File: src/rtl/icache.sv
// Direct-mapped instruction cache keyed by halfword address, with a single
// outstanding refill that survives pipeline flushes (the fill is still written).
module icache #(
  parameter int ICACHE_IDX_WIDTH = 6,
  parameter int XLEN             = 32
) (
  input  logic            clk,
  input  logic            rst,
  input  logic            rdy,
  input  logic            flush,
  input  logic            fet_icache_enable,
  input  logic [XLEN-1:0] fet_pc,
  output logic            icache_ready,
  output logic [XLEN-1:0] icache_inst,
  output logic            ic_mem_req,
  output logic [XLEN-1:0] ic_mem_addr,
  input  logic            mc_inst_ready,
  input  logic [XLEN-1:0] mc_inst,
  output logic            ic_fill_ready,
  output logic [XLEN-1:0] ic_fill_inst
);
  localparam int ENTRIES = 1 << ICACHE_IDX_WIDTH;
  localparam int TAG_W   = XLEN - ICACHE_IDX_WIDTH - 1;

  typedef enum logic [1:0] {IDLE, WAIT, DRAIN} state_t;

  typedef struct packed {
    logic [TAG_W-1:0] tag;
    logic [XLEN-1:0]  data;
  } line_t;

  state_t                      state, state_nxt;
  logic [ENTRIES-1:0]          valid;
  line_t                       lines [ENTRIES];
  logic [ICACHE_IDX_WIDTH-1:0] rd_idx, wr_idx;
  logic [TAG_W-1:0]            rd_tag, wr_tag;
  logic                        lookup, tag_hit, miss, fill_wr;
  logic                        unused_bits;

  // Bit 0 of a halfword-aligned address carries no information.
  assign unused_bits = ^{fet_pc[0], ic_mem_addr[0]};

  assign rd_idx = fet_pc[ICACHE_IDX_WIDTH:1];
  assign rd_tag = fet_pc[XLEN-1:ICACHE_IDX_WIDTH+1];
  assign wr_idx = ic_mem_addr[ICACHE_IDX_WIDTH:1];
  assign wr_tag = ic_mem_addr[XLEN-1:ICACHE_IDX_WIDTH+1];

  assign lookup  = (state == IDLE) & rdy & fet_icache_enable & ~flush;
  assign tag_hit = valid[rd_idx] & (lines[rd_idx].tag == rd_tag);
  assign miss    = lookup & ~tag_hit;

  assign icache_ready = lookup & tag_hit;
  assign icache_inst  = lines[rd_idx].data;

  // Any response while a request is outstanding is written, even if the
  // fetcher no longer wants it, so a retried fetch hits.
  assign fill_wr       = rdy & mc_inst_ready & (state != IDLE);
  assign ic_fill_ready = rdy & mc_inst_ready & ~flush & (state == WAIT);
  assign ic_fill_inst  = mc_inst;

  always_comb begin
    state_nxt = state;
    case (state)
      IDLE:    if (miss) state_nxt = WAIT;
      WAIT: begin
        if (mc_inst_ready)  state_nxt = IDLE;
        else if (flush)     state_nxt = DRAIN;
      end
      DRAIN:   if (mc_inst_ready) state_nxt = IDLE;
      default: state_nxt = IDLE;
    endcase
  end

  always_ff @(posedge clk or negedge rst) begin
    if (!rst) begin
      state       <= IDLE;
      valid       <= '0;
      ic_mem_req  <= 1'b0;
      ic_mem_addr <= '0;
    end else if (rdy) begin
      state <= state_nxt;
      if (miss) begin
        ic_mem_req  <= 1'b1;
        ic_mem_addr <= fet_pc;
      end else if (fill_wr) begin
        ic_mem_req  <= 1'b0;
      end
      if (fill_wr) valid[wr_idx] <= 1'b1;
    end
  end

  // Tag/data storage needs no reset; valid bits gate every read.
  always_ff @(posedge clk) begin
    if (fill_wr) lines[wr_idx] <= '{tag: wr_tag, data: mc_inst};
  end
endmodule

File: config.mk
export PLATFORM = sky130hd
export DESIGN_NAME = icache
export DESIGN_NICKNAME = d
export VERILOG_FILES = /design/src/rtl/icache.sv
export SDC_FILE = /design/constraint.sdc
export NUM_CORES = 2
export LEC_CHECK = 0
export ABC_CLOCK_PERIOD_IN_PS = 5400
export BUFFER_PORTS_ARGS = -buffer_cell sky130_fd_sc_hd__buf_2
export CORE_ASPECT_RATIO = 1.75
export CORE_MARGIN = 4
export CORE_UTILIZATION = 40
export DETAILED_ROUTE_END_ITERATION = 16
export PLACE_DENSITY = 0.53
export SYNTH_ARGS = -nofsm -noshare
export SYNTH_HDL_FRONTEND = slang
export SYNTH_SLANG_ARGS = --single-unit
File: constraint.sdc
create_clock -name clk -period 5.4 [get_ports clk]
set_clock_uncertainty 0.05 [all_clocks]
set_input_delay 0.81 -clock clk [delete_from_list [all_inputs] [get_ports clk]]
set_output_delay 0.81 -clock clk [all_outputs]
set_load 0.02 [all_outputs]
Word level (Yosys, flattened, before mapping)
Memory sizes are Yosys's and may differ from the RTL's.
Cells that the tools add are included.
Storage, ports and cells
  register bits after elaboration: 99
  memory bits (writable): 3648
  input bits: 70
  memories: 1
Memory list
  lines: depth 64, bits a word 57, read ports 1, clocked after memory_dff 0, write ports 1, RTL line 34  | line_t lines [ENTRIES];
Operators by class
  $lt $le $gt $ge: 3
  equal/unequal tests: 6
  muxes and demuxes: 13
  bitwise logic cells: 13
  reductions and logical operators: 8
Operator list (count)
  bitwise OR 64 bit: 1
  equality test 25 bit: 1
  less-than comparator 6 x 7 -> 1 bit, second input constant: 2
  bitwise AND 1 bit: 10
  two-way mux 2 bit: 4
  binary-select mux 1 bit (select 6 bit): 1
  demux 1 bit (select 6 bit): 1
  greater-or-equal comparator 6 x 1 -> 1 bit, second input constant: 1
  two-way mux 1 bit: 6
  case mux 2 bit (3 select lines): 1
  AND reduction 2 bit: 3
  != test 2 bit, second input constant: 2
  AND reduction 4 bit: 1
  nonzero test 2 bit: 2
  != test 3 bit, second input constant: 1
  equality test 2 x 1 -> 1 bit, second input constant: 1
  equality test 2 bit, second input constant: 1
  logical NOT 2 bit: 1
  inverter 1 bit: 2
  logical AND 1 bit: 1

Logic depth before layout (Yosys ltp)
  depth after elaboration: 7
  depth in mapped cells: 17
  gate-level depth less buffers: 10

Worst setup path before layout
Ideal clock, no wire load.
  kind: input port to output port
  start: in fet_pc[1]
  end: out icache_inst[0]
  arrival time: 4.061 ns
  slack: 0.479 ns
  cell stages on the path: 10
  path through: buf_6 > buf_6 > buf_4 > buf_4 > buf_2 > buf_2 > buf_1 > mux4_2 > mux4_2 > mux4_2
Between the ends
  cells in the longest elaborated chain, start to end: 1
RTL lines
  start: declaration: RTL line 12  | input logic [XLEN-1:0] fet_pc,
  memory (64 x 57 bit)
  end: declaration: RTL line 14  | output logic [XLEN-1:0] icache_inst,
Every way passes these cells.

Final worst setup path
  start: in fet_pc[6]
  end: out icache_ready
Between the ends
  cells in the longest elaborated chain, start to end: 4
RTL lines
  memory (64 x 57 bit) or binary-select mux 1 bit (select 6 bit) (tied branches)
  equality test 25 bit or two-way mux 1 bit (tied branches): RTL line 49  | assign tag_hit = valid[rd_idx] & (lines[rd_idx].tag == rd_tag);
  bitwise AND 1 bit (*): RTL line 49
  bitwise AND 1 bit (*): RTL line 52  | assign icache_ready = lookup & tag_hit;
  end: declaration: RTL line 13  | output logic icache_ready,
Every way passes the cells marked *; elsewhere a longest branch is shown, timed or not. The select of a mux whose other input is x is not followed.

==> impl_metrics.toml <==
[outcome]
status = "finished, final reports clean"

[layout]
nNetsFinal = 6955
ff_latch_area_sq_um = 112000
final_cells = 11800
layout_commonest_cell = "edfxtp_1"
area_delta_synth_final_pct = 15.4
layout_common_cells = "edfxtp_1 (3,648), mux4_2 (933), clkbuf_16 (344)"
drive_gt1_share_pct = 32.7
final_core_util_pct = 46.3
multi_input_area_sq_um = 30500
fillerInstances = 29400

[synthesis]
synth_simple_gate_area_share_pct = 1.69
synth_area_sq_um = 144000
synth_edf_count = 3648
ys.flop_type = "edfxtp_1"
synthCells = 6217
async_reset_ff_share_pct = 2.64
synth_area_per_cell_sq_um = 23.2
synthAdderAreaFrac_pct = 0
synth_seq_area_share_pct = 77.8
synth_xor_area_share_pct = 0.146
synth_top_family_by_area = "multiplexers"
synth_cell_type_count = 76
yosysWarnings = 0
synthMuxAreaShare_pct = 17.4
synth-seq-cells = 3747
synth_compound_area_share_pct = 1.54
synth_nets = 6287

[min_path]
hold_depth = 2
hp-class = "input port to flop"
hold_end = "ic_mem_addr[0]$_DFFE_PN0P_"
hold_start = "fet_pc[0]"

[floorplanning]
row_count = 291
die-height_um = 802
dieArea_sq_um = 370000
ios = 169
coreArea_sq_um = 359000
die_w_um = 461
start_util_pct = 40.1

[timing]
report.final.slew_viol_count = 0
setup_ws_ns = 0.0654
layout_min_cycle_time_ns = 5.33
max_slew_margin_pct = 11.0
setup_tns_ns = 0
fmax_mhz = 187
fin_crit_sh_pct = 98.8
final_hold_viol_count = 0
setup_viol = 0
hold-worst-slack_ns = 0.0798
rsz0062_at_grt = "false"
tightestPinTransition_ns = 1.33

[detailed_routing]
drt_first_pass_iters = 5
drt_iter0_markers = 8168
route.final.wire_length_um = 476000
drtAntennaViolNets = 0
num_vias = 71700
viasPerCell = 6.05
post_drt_wl_per_cell_um = 40.1
drc = 0

[power]
p_leak_uw = 0.0532
powerDensity_nw_per_um2 = 372
ir_worst_vdd_uv = 232

[placement]
dp.cells = 11200
hpwl_um = 281000
gp_congestion = 0.833
post-place-ws_ns = -0.628
io_buffers = 168

[clocking]
clock_path_buffers = 4
clkSinkCount = 3747
cts_buffers = 337
htreeDepth = 5
path_clk_slew_ns = 0.06
cts_root_buf = "clkbuf_16"
clkLatencyLatePin_ns = 0.93
tritoncts = "done"

[global_route]
grt_util_all_layers_pct = 25.5
grt_pass1_vias = 73500
grt_antenna_before_repair = 14
gr-total-overflow = 0
grt_max_degree = 108
grt_pass1_wl_um = 643000

[critical_path]
regToRegStartpoint = "lines[43][53]$_DFFE_PP_"
cp.arrival_ns = 4.47
criticalPathCategory = "input port to output port"
reg2reg_slack_ns = 1.33
cp_max_fo = 22
ff2ff_path_depth = 14
required_ns = 4.54
endpoint_kind = "output port"
reg2reg_to = "ic_mem_addr[16]$_DFFE_PN0P_"
worstSetupStartpointType = "input port"
critPathLaunch = "fet_pc[6]"

[job]
drv_cap = 0
==> critical path, stage by stage <==
cell       delay, ns
buf_6           0.30
buf_4           0.34
or3b_2          0.43
a221oi_1        0.13
o21ai_1         0.21
nand4_1         0.15
nor3_2          0.47
xnor2_1         0.23
a2111oi_2       0.39
buf_4           0.17
nand4_2         0.15
nor3b_2         0.32
buf_4           0.18
buf_2           0.16
==> what timing repair did <==
action                                  CTS  global route
gates resized for setup                  14             9
hold buffers                              1             0
pin swaps                                 4             1
buffers inserted                          1             0
gates cloned                              1             0
hold endpoints to repair                 50             0
endpoints found under the setup margin    1             1
==> synth_stat cells (all sizes together), types with 3 or more instances <==
cell     number  share of area (%)
nand4        19              0.087
or3b          7              0.043
and3          8              0.035
dfrtp        99                1.7
o31ai         6              0.035
nor2         96               0.25
clkbuf      121               0.32
nand2b        6              0.026
nor3         25              0.090
nor3b         4              0.021
xor2         11              0.067
buf         240                1.1
a31oi        16              0.070
nor4         14              0.065
o31a          4              0.024
mux4        942                 15
o41ai         3              0.023
and2         16              0.070
o22ai        25               0.11
inv           3             0.0078
mux2         63               0.56
o21ai        34               0.13
a2111oi       4              0.029
a21oi        19              0.066
nand3b        7              0.037
edfxtp     3648                 76
a211oi       21               0.11
o211ai        4              0.021
nand3        76               0.26
a221oi        9              0.055
a22oi       140               0.73
xnor2        13              0.079
mux2i       296                2.1
nand2        91               0.24
or2          66               0.29
or3           5              0.022
a32oi         6              0.037
o221ai        4              0.024
nor2b        21              0.091
==> cell type report <==
class | instances | area share, %
clock inverter | 177 | 0.917
clock buffer | 428 | 5.43
antenna | 8 | 0.0120
inverter | 5 | 0.0173
multi-input combinational | 2104 | 18.4
timing repair buffer | 690 | 4.29
tap | 4688 | 3.53
sequential | 3747 | 67.4
==> per-stage QoR <==
stage	area [sq um]	power, uW
after CTS	166000	62300
after floorplan	144000	36500
final	166000	61800
after global routing	166000	63600
after detailed placement	155000	38700
after global placement	155000	38600
==> cell families (layout without fill, tap and decap cells) <==
| group | after synthesis | in the layout |
|---|---|---|
| and+or+nand+nor | 471 | 471 |
| DFF | 3747 | 3747 |
| other | 0 | 8 |
| buffers and inverters | 366 | 1300 |
| muxes | 1301 | 1301 |
| xor gates and xnor gates | 24 | 24 |
| AOI/OAI and AO/OA | 308 | 308 |
==> worst max-delay path by stage <==
stage                     cells after the start             end
after floorplan                              10  icache_inst[0]
after global placement                       14    icache_ready
after detailed placement                     14    icache_ready
after CTS                                    15    icache_ready
after global routing                         13    icache_ready
final                                        14    icache_ready
==> layer usage <==
metal | share of wire, % | vias up | track usage, %
met2 | 53 | 3073 | 45.7
met3 | 5.9 | 729 | 3.25
li1 | - | 27800 | -
met4 | 4.3 | 2 | 9.34
met5 | 0.0027 | - | 0
met1 | 37 | 40100 | 31.7
==> registers in the layout, summed over array words and instances, names as in the netlist <==
| signal | flops |
|---|---|
| lines | 3648 |
| ic_mem_req | 1 |
| valid | 64 |
| ic_mem_addr | 32 |
| state | 2 |
==> report_power, final <==
part	switching [uW]	internal, uW	leakage (uW)
clock	10800	13000	0.00516
sequential	407	33200	0.0341
combinational	2970	1490	0.0139
total	14200	47700	0.0532
Note: power is estimated with default switching activity, not from simulation.
